--- config.mk ---
export PLATFORM = sky130hd
export DESIGN_NAME = ysyx_22041211_wbu
export DESIGN_NICKNAME = d
export VERILOG_FILES = /design/src/rtl/ysyx_22041211_wbu_pkg.sv /design/src/rtl/ysyx_22041211_wbu_regfile.sv /design/src/rtl/ysyx_22041211_wbu.sv
export SDC_FILE = /design/constraint.sdc
export NUM_CORES = 2
export LEC_CHECK = 0
export BUFFER_PORTS_ARGS = -buffer_cell sky130_fd_sc_hd__buf_2
export CAP_MARGIN = 20
export CORE_MARGIN = 2
export CORE_UTILIZATION = 40
export DETAILED_ROUTE_END_ITERATION = 10
export PLACE_DENSITY_LB_ADDON = 0.2
export REMOVE_ABC_BUFFERS = 1
export SLEW_MARGIN = 0
export SYNTH_ARGS = -nofsm -noshare
export SYNTH_HDL_FRONTEND = slang
export SYNTH_SLANG_ARGS = --single-unit
export TNS_END_PERCENT = 10
--- constraint.sdc ---
create_clock -name clk -period 4.12 [get_ports clk]
set_input_delay 0.206 -clock clk [delete_from_list [all_inputs] [get_ports clk]]
set_output_delay 0.206 -clock clk [all_outputs]
set_load 0.02 [all_outputs]
--- src/rtl/ysyx_22041211_wbu_pkg.sv ---
// Shared constants for the write-back unit: CSR addresses, reset values and FSM states.
package ysyx_22041211_wbu_pkg;

    localparam int unsigned GPR_ADDR_LEN = 5;
    localparam int unsigned GPR_NUM      = 32;
    localparam int unsigned CSR_AW       = 12;
    localparam int unsigned CNT_LEN      = 32;

    localparam logic [CSR_AW-1:0] CSR_MSTATUS = 12'h300;
    localparam logic [CSR_AW-1:0] CSR_MTVEC   = 12'h305;
    localparam logic [CSR_AW-1:0] CSR_MEPC    = 12'h341;
    localparam logic [CSR_AW-1:0] CSR_MCAUSE  = 12'h342;

    // MPP = machine mode after reset
    localparam logic [31:0] MSTATUS_RST = 32'h0000_1800;

    typedef enum logic [1:0] {
        WB_IDLE  = 2'd0,
        WB_WRITE = 2'd1,
        WB_DONE  = 2'd2
    } wb_state_t;

endpackage

--- src/rtl/ysyx_22041211_wbu_regfile.sv ---
// General-purpose register file: two combinational read ports, one write port, x0 reads as zero.
module ysyx_22041211_RegisterFile
    import ysyx_22041211_wbu_pkg::*;
#(
    parameter int unsigned DATA_LEN = 32
) (
    input  logic                    clk,
    input  logic                    rst,
    input  logic                    we,
    input  logic [GPR_ADDR_LEN-1:0] waddr,
    input  logic [DATA_LEN-1:0]     wdata,
    input  logic [GPR_ADDR_LEN-1:0] raddr1,
    output logic [DATA_LEN-1:0]     rdata1,
    input  logic [GPR_ADDR_LEN-1:0] raddr2,
    output logic [DATA_LEN-1:0]     rdata2
);

    logic [DATA_LEN-1:0] regs [GPR_NUM];

    // Synchronous clear on reset; writes to x0 are dropped
    always_ff @(posedge clk) begin
        if (rst) begin
            for (int i = 0; i < int'(GPR_NUM); i++) begin
                regs[i] <= '0;
            end
        end else if (we && (waddr != '0)) begin
            regs[waddr] <= wdata;
        end
    end

    // Read ports straight from the array, index 0 forced to zero
    always_comb begin
        rdata1 = (raddr1 == '0) ? '0 : regs[raddr1];
        rdata2 = (raddr2 == '0) ? '0 : regs[raddr2];
    end

endmodule

--- src/rtl/ysyx_22041211_wbu.sv ---
// Write-back unit: holds one LSU result, commits GPR/CSR writes, pulses commit to the IFU.
module ysyx_22041211_wbu
    import ysyx_22041211_wbu_pkg::*;
#(
    parameter int unsigned DATA_LEN     = 32,
    parameter int unsigned CSR_ADDR_LEN = 12
) (
    input  logic                    clk,
    input  logic                    rst,
    input  logic                    lsu_valid_i,
    output logic                    wb_ready_o,
    input  logic                    wd_i,
    input  logic [GPR_ADDR_LEN-1:0] wreg_i,
    input  logic [DATA_LEN-1:0]     wdata_i,
    input  logic                    csr_wen_i,
    input  logic [CSR_ADDR_LEN-1:0] csr_waddr_i,
    input  logic [DATA_LEN-1:0]     csr_wdata_i,
    input  logic [GPR_ADDR_LEN-1:0] raddr1_i,
    input  logic [GPR_ADDR_LEN-1:0] raddr2_i,
    output logic [DATA_LEN-1:0]     rdata1_o,
    output logic [DATA_LEN-1:0]     rdata2_o,
    input  logic [CSR_ADDR_LEN-1:0] csr_raddr_i,
    output logic [DATA_LEN-1:0]     csr_rdata_o,
    output logic                    wb_valid_o,
    output logic [CNT_LEN-1:0]      commit_cnt_o
);

    localparam logic [CSR_ADDR_LEN-1:0] A_MSTATUS = CSR_ADDR_LEN'(CSR_MSTATUS);
    localparam logic [CSR_ADDR_LEN-1:0] A_MTVEC   = CSR_ADDR_LEN'(CSR_MTVEC);
    localparam logic [CSR_ADDR_LEN-1:0] A_MEPC    = CSR_ADDR_LEN'(CSR_MEPC);
    localparam logic [CSR_ADDR_LEN-1:0] A_MCAUSE  = CSR_ADDR_LEN'(CSR_MCAUSE);

    wb_state_t                 state;
    logic                      hold_wd;
    logic [GPR_ADDR_LEN-1:0]   hold_wreg;
    logic [DATA_LEN-1:0]       hold_wdata;
    logic                      hold_csr_wen;
    logic [CSR_ADDR_LEN-1:0]   hold_csr_waddr;
    logic [DATA_LEN-1:0]       hold_csr_wdata;

    logic [DATA_LEN-1:0]       mstatus;
    logic [DATA_LEN-1:0]       mtvec;
    logic [DATA_LEN-1:0]       mepc;
    logic [DATA_LEN-1:0]       mcause;

    logic                      gpr_we;
    logic                      csr_we;

    // Held writes only fire during the WRITE cycle, so reset there discards them
    always_comb begin
        gpr_we = (state == WB_WRITE) && hold_wd;
        csr_we = (state == WB_WRITE) && hold_csr_wen;
    end

    // FSM, holding registers, handshake outputs and retire counter
    always_ff @(posedge clk) begin
        if (rst) begin
            state          <= WB_IDLE;
            wb_ready_o     <= 1'b1;
            wb_valid_o     <= 1'b0;
            commit_cnt_o   <= '0;
            hold_wd        <= 1'b0;
            hold_wreg      <= '0;
            hold_wdata     <= '0;
            hold_csr_wen   <= 1'b0;
            hold_csr_waddr <= '0;
            hold_csr_wdata <= '0;
        end else begin
            case (state)
                WB_IDLE: begin
                    if (lsu_valid_i) begin
                        hold_wd        <= wd_i;
                        hold_wreg      <= wreg_i;
                        hold_wdata     <= wdata_i;
                        hold_csr_wen   <= csr_wen_i;
                        hold_csr_waddr <= csr_waddr_i;
                        hold_csr_wdata <= csr_wdata_i;
                        state          <= WB_WRITE;
                        wb_ready_o     <= 1'b0;
                    end
                end
                WB_WRITE: begin
                    state      <= WB_DONE;
                    wb_valid_o <= 1'b1;
                end
                WB_DONE: begin
                    state        <= WB_IDLE;
                    wb_valid_o   <= 1'b0;
                    wb_ready_o   <= 1'b1;
                    commit_cnt_o <= commit_cnt_o + CNT_LEN'(1);
                end
                default: begin
                    state      <= WB_IDLE;
                    wb_valid_o <= 1'b0;
                    wb_ready_o <= 1'b1;
                end
            endcase
        end
    end

    // Machine CSR file; writes to unimplemented addresses are ignored
    always_ff @(posedge clk) begin
        if (rst) begin
            mstatus <= DATA_LEN'(MSTATUS_RST);
            mtvec   <= '0;
            mepc    <= '0;
            mcause  <= '0;
        end else if (csr_we) begin
            case (hold_csr_waddr)
                A_MSTATUS: mstatus <= hold_csr_wdata;
                A_MTVEC:   mtvec   <= hold_csr_wdata;
                A_MEPC:    mepc    <= hold_csr_wdata;
                A_MCAUSE:  mcause  <= hold_csr_wdata;
                default:   ;
            endcase
        end
    end

    // Combinational CSR read, zero for unimplemented addresses
    always_comb begin
        csr_rdata_o = '0;
        case (csr_raddr_i)
            A_MSTATUS: csr_rdata_o = mstatus;
            A_MTVEC:   csr_rdata_o = mtvec;
            A_MEPC:    csr_rdata_o = mepc;
            A_MCAUSE:  csr_rdata_o = mcause;
            default:   csr_rdata_o = '0;
        endcase
    end

    ysyx_22041211_RegisterFile #(
        .DATA_LEN (DATA_LEN)
    ) u_regfile (
        .clk    (clk),
        .rst    (rst),
        .we     (gpr_we),
        .waddr  (hold_wreg),
        .wdata  (hold_wdata),
        .raddr1 (raddr1_i),
        .rdata1 (rdata1_o),
        .raddr2 (raddr2_i),
        .rdata2 (rdata2_o)
    );

endmodule

# [Yosys cells after proc, flatten, opt, wreduce, memory -nomap -nowiden]
# Memories as Yosys holds them, arrays and structs flattened.
# Index checks and enable logic that the tools add are counted.
# Widths: inputs -> output; s select.
[word_totals] rom_bits=0 register_bits=247 latch_bits=0 elab_cells=58 inputBits=108 mem_bits_rw=1024 out_inout_bits=130 memories=1
[memory_table] name="u_regfile.regs" depth=32 width=32 read_ports=2 rd_clocked_by_memory_dff=0 wr=32 line="ysyx_22041211_wbu_regfile.sv:18" source="logic [DATA_LEN-1:0] regs [GPR_NUM];"
[op_classes] bitwise=1 reduce_logical=14 shifts=0 eq_ne=11 div_mod_pow=0 n_mux=16 n_lt_le_gt_ge=0 addsub=1 mul=0
[ops] operator="$pmux 32 s4" count=1
[ops] operator="$eq 12x10->1 const B" count=8
[ops] operator="$mux 32" count=3
[ops] operator="$add 32x1->32 const B" count=1
[ops] operator="$reduce_or 32->1" count=1
[ops] operator="$reduce_and 2->1" count=6
[ops] operator="$logic_not 5->1" count=2
[ops] operator="$mux 1" count=7
[ops] operator="$mux 5" count=1
[ops] operator="$reduce_bool 5->1" count=1
[ops] operator="$pmux 1 s2" count=2
[ops] operator="$pmux 2 s2" count=1
[ops] operator="$logic_and 1x1->1" count=3
[ops] operator="$eq 2x1->1 const B" count=1
[ops] operator="$eq 2x2->1 const B" count=1
[ops] operator="$logic_not 2->1" count=1
[ops] operator="$mux 2" count=1
[ops] operator="$ne 2x2->1 const B" count=1
[ops] operator="$not 1->1" count=1

# [Depth between registers and ports, before layout]
[depth] depth_word=8 ltp_mapped=8 ltp_nobuf=5

# [By module]
# A second synthesis with hierarchy kept.
[unflattened] cells_unflattened=4744 area_unflattened_um2=64205.3
[modules_own_cells] mod="ysyx_22041211_RegisterFile" area_per_inst_um2=54237.0 seq_area_each_um2=30749.5 cells_each=3502 instances=1
[modules_own_cells] mod="ysyx_22041211_wbu" area_per_inst_um2=9968.3 seq_area_each_um2=4944.7 cells_each=1242 instances=1

# [Least setup slack after synthesis]
# No wires, ideal clock.
[synth_path] path_type="register -> register" from="register state[1]" to="memory u_regfile.regs[30][0], enable pin" period_less_slack_ns=3.934 path_buffers=2 setup_time_ns=0.466 stages_incl_launch_ff=6 required_ns=3.654 arrival_time_ns=3.468 slack_ns=0.186 cell_sequence="dfxtp_1 buf_4 and4bb_1 nand3b_1 clkbuf_1 o21ai_0"
[synth_rtl] item="start: declaration" line="ysyx_22041211_wbu.sv:33" source="wb_state_t state;"
[synth_rtl] item="start signal: assignment" line="ysyx_22041211_wbu.sv:58" source="state <= WB_IDLE;"
[synth_rtl] item="start signal: assignment" line="ysyx_22041211_wbu.sv:78" source="state <= WB_WRITE;"
[synth_rtl] item="start signal: assignment" line="ysyx_22041211_wbu.sv:83" source="state <= WB_DONE;"
[synth_rtl] item="end: declaration" line="ysyx_22041211_wbu_regfile.sv:18"

==> reports/results.ini <==
[routing]
vias = 45218
dr.first_iter.drc_count = 5901
ant_nets = 0
wl_per_cell_um = 31.84
wirelength_mm = 236.0
drcViolationCount = 0
viasPerCell = 6.102
drtPass1Iterations = 6

[synth]
yosysWarnings = 0
synth_cell_types = 55
synth-edff-count = 1024
synthFlopType = edfxtp_1
syn_inst = 4863
synth_async_sr_flop_share_pct = 0
netlist_area_um2 = 64500
yosysSeqAreaShare_pct = 55.34
syn_area_per_cell_um2 = 13.26
synth-seq-cells = 1271

[clocking]
htree_levels = 4
cts-hold-fix-buffers = 100
numCtsBuffers = 146
worstSkewPairLatency_ps = 810
clk_pin_slew_ps = 60
cts_root_buf = clkbuf_16
cts_tree = done
clock_path_buffers = 3
post-cts-setup-buffers = 0
clock-sinks = 1271
cts_resized = 0

[final_layout]
seqCellArea_um2 = 35700
final_common_cell = edfxtp_1
finalInstanceArea_um2 = 75200
num-nets-final = 5237
multiInputGateArea_um2 = 27330
drive_above_1_share_pct = 25.13
final_cells = 7410
final_cell_mix = edfxtp_1, and2_1, mux4_2
synthToLayoutAreaGrowth_pct = 16.60
fillers = 14174

[timing]
rsz0062_at_grt = no
post-route-period-util_pct = 79.41
worstMarginPinSlew_ps = 1198
max_slew_margin_pct = 19.57
hold_viol = 0
whs_ps = 199.5
finalClockSkew_ps = 29.89
finalSetupViolations = 0
drv_slew = 0
fmax_mhz = 305.6
period_needed_ps = 3272
fin_tns_setup_ps = 0

[placed_design]
dp_hpwl_mm = 148.1
port_buffers = 237
gp_congestion = 0.8781
placed_area_um2 = 69410
place_inst = 7030

[power_and_ir_drop]
sw_frac_of_total_pct = 25.90
leakage_uw = 0.02715
max-vdd-ir-drop_mv = 0.4261
powerDensity_nw_per_um2 = 407.0
p_seq_share_pct = 47.5
p_switching_uw = 7928
power_frac_comb_pct = 11.1
internal_power_uw = 22680
total_power_uw = 30610
power_frac_clock_pct = 41.4

[setup_path]
start_kind = register
endpoint_kind = register
cp.arrival_ps = 3760
worstSetupPathType = reg -> reg
worst_ep_required_time_ps = 4600
crit_fanout = 15

[min_path]
min_path_type = in -> reg

[global_route]
antenna_found_initial = 23
grt_use_total_pct = 28.54
grt_pass1_vias = 44503
gr-total-overflow = 0
grt_max_degree = 95
grt_pass1_wl_mm = 333.5

[status]
status = finished clean

[floorplanning]
rows = 147
die_y_um = 405.6
dieArea_um2 = 164500
start_util_pct = 40.21
die_x_um = 405.6
core_um2 = 160400
ioPinCount = 238

[flow_run]
maxCapViolCount = 0

-- power groups by stage --
stage | logic [uW] | registers, uW | clock network (uW)
finish | 3400 | 14500 | 12700
global route | 3520 | 14600 | 13300
CTS | 3310 | 14600 | 12800
detailed placement | 3220 | 14800 | 0
global placement | 3190 | 14800 | 0
floorplan | 1440 | 14800 | 0
-- sequential cells by signal (all words and copies together) (netlist names), 12 cells and up --
name	flops
mcause	32
hold_wdata	32
commit_cnt_o	32
hold_csr_waddr	12
mstatus	32
mepc	32
hold_csr_wdata	32
mtvec	32
u_regfile.regs	1024
-- Yosys cell counts (all sizes together), types with 10 or more instances --
| library cell | instances | area share (%) |
|---|---|---|
| clkbuf | 395 | 2.3 |
| o2111ai | 19 | 0.26 |
| o21ai | 239 | 1.9 |
| a211oi | 64 | 0.74 |
| buf | 124 | 0.96 |
| edfxtp | 1024 | 48 |
| a311oi | 64 | 0.87 |
| nand2 | 256 | 1.5 |
| a221oi | 45 | 0.61 |
| and2 | 996 | 9.7 |
| nand4 | 69 | 0.67 |
| nor2b | 75 | 0.73 |
| mux2i | 163 | 2.5 |
| nor2 | 94 | 0.55 |
| dfxtp | 247 | 7.7 |
| mux2 | 70 | 1.2 |
| nand3 | 44 | 0.34 |
| mux4 | 448 | 16 |
| a22oi | 128 | 1.5 |
| or4 | 10 | 0.12 |
| a21oi | 187 | 1.5 |
-- kinds of logic after synthesis --
logic type / after synthesis / share of synthesized area (%)
adder cells (fa/ha/maj): 1 / 0.01940
XOR/XNOR: 9 / 0.1222
multiplexers: 681 / 19.40
other: 1 / 0.005814
flip-flops: 1271 / 55.34
AND/OR/NAND/NOR: 1608 / 14.29
buffers and inverters: 528 / 3.310
AO/OA/AOI/OAI: 764 / 7.511
-- final cells by class --
type / instances / area share (%)
Timing Repair Buffer: 605 / 6.491
Clock buffer: 194 / 5.346
Antenna cell: 5 / 0.01664
Inverter: 9 / 0.04991
Tap cell: 2160 / 3.594
Multi-Input combinational cell: 3095 / 36.34
Clock inverter: 71 / 0.6971
Sequential cell: 1271 / 47.47
-- critical path: stages (launching register included) --
cell	delay, ps
dfxtp_1	430
and4bb_1	420
nand3_1	560
buf_4	430
o21ai_4	820
buf_4	290
-- per-stage QoR --
step / util [%] / worst slack (ps)
finish: 46.89 / 848.2
floorplan: - / 241.7
detailed placement: 43.28 / 843.1
global route: 46.88 / 804.7
global placement: 43.23 / 977.3
CTS: 46.73 / 824.4
-- layer usage --
| metal | routed length, um | global-route usage, % | vias to the layer above |
|---|---|---|---|
| li1 | - | - | 18925 |
| met1 | 94020 | 38.55 | 23188 |
| met2 | 106900 | 43.89 | 2570 |
| met3 | 24380 | 7.259 | 531 |
| met4 | 10660 | 11.68 | 4 |
| met5 | 24 | 0 | - |
-- path summary, 6_finish.rpt --
path	start	endpoint	slack (ps)	cells after the start
max	state[1]	u_regfile.regs[19][14]	850	5
min	csr_wdata_i[28]	hold_csr_wdata[28]	200	4
max reg2reg	state[1]	u_regfile.regs[19][14]	850	5
min reg2reg	hold_wd	hold_wd	460	2
Note: power is estimated with default switching activity, not from simulation.
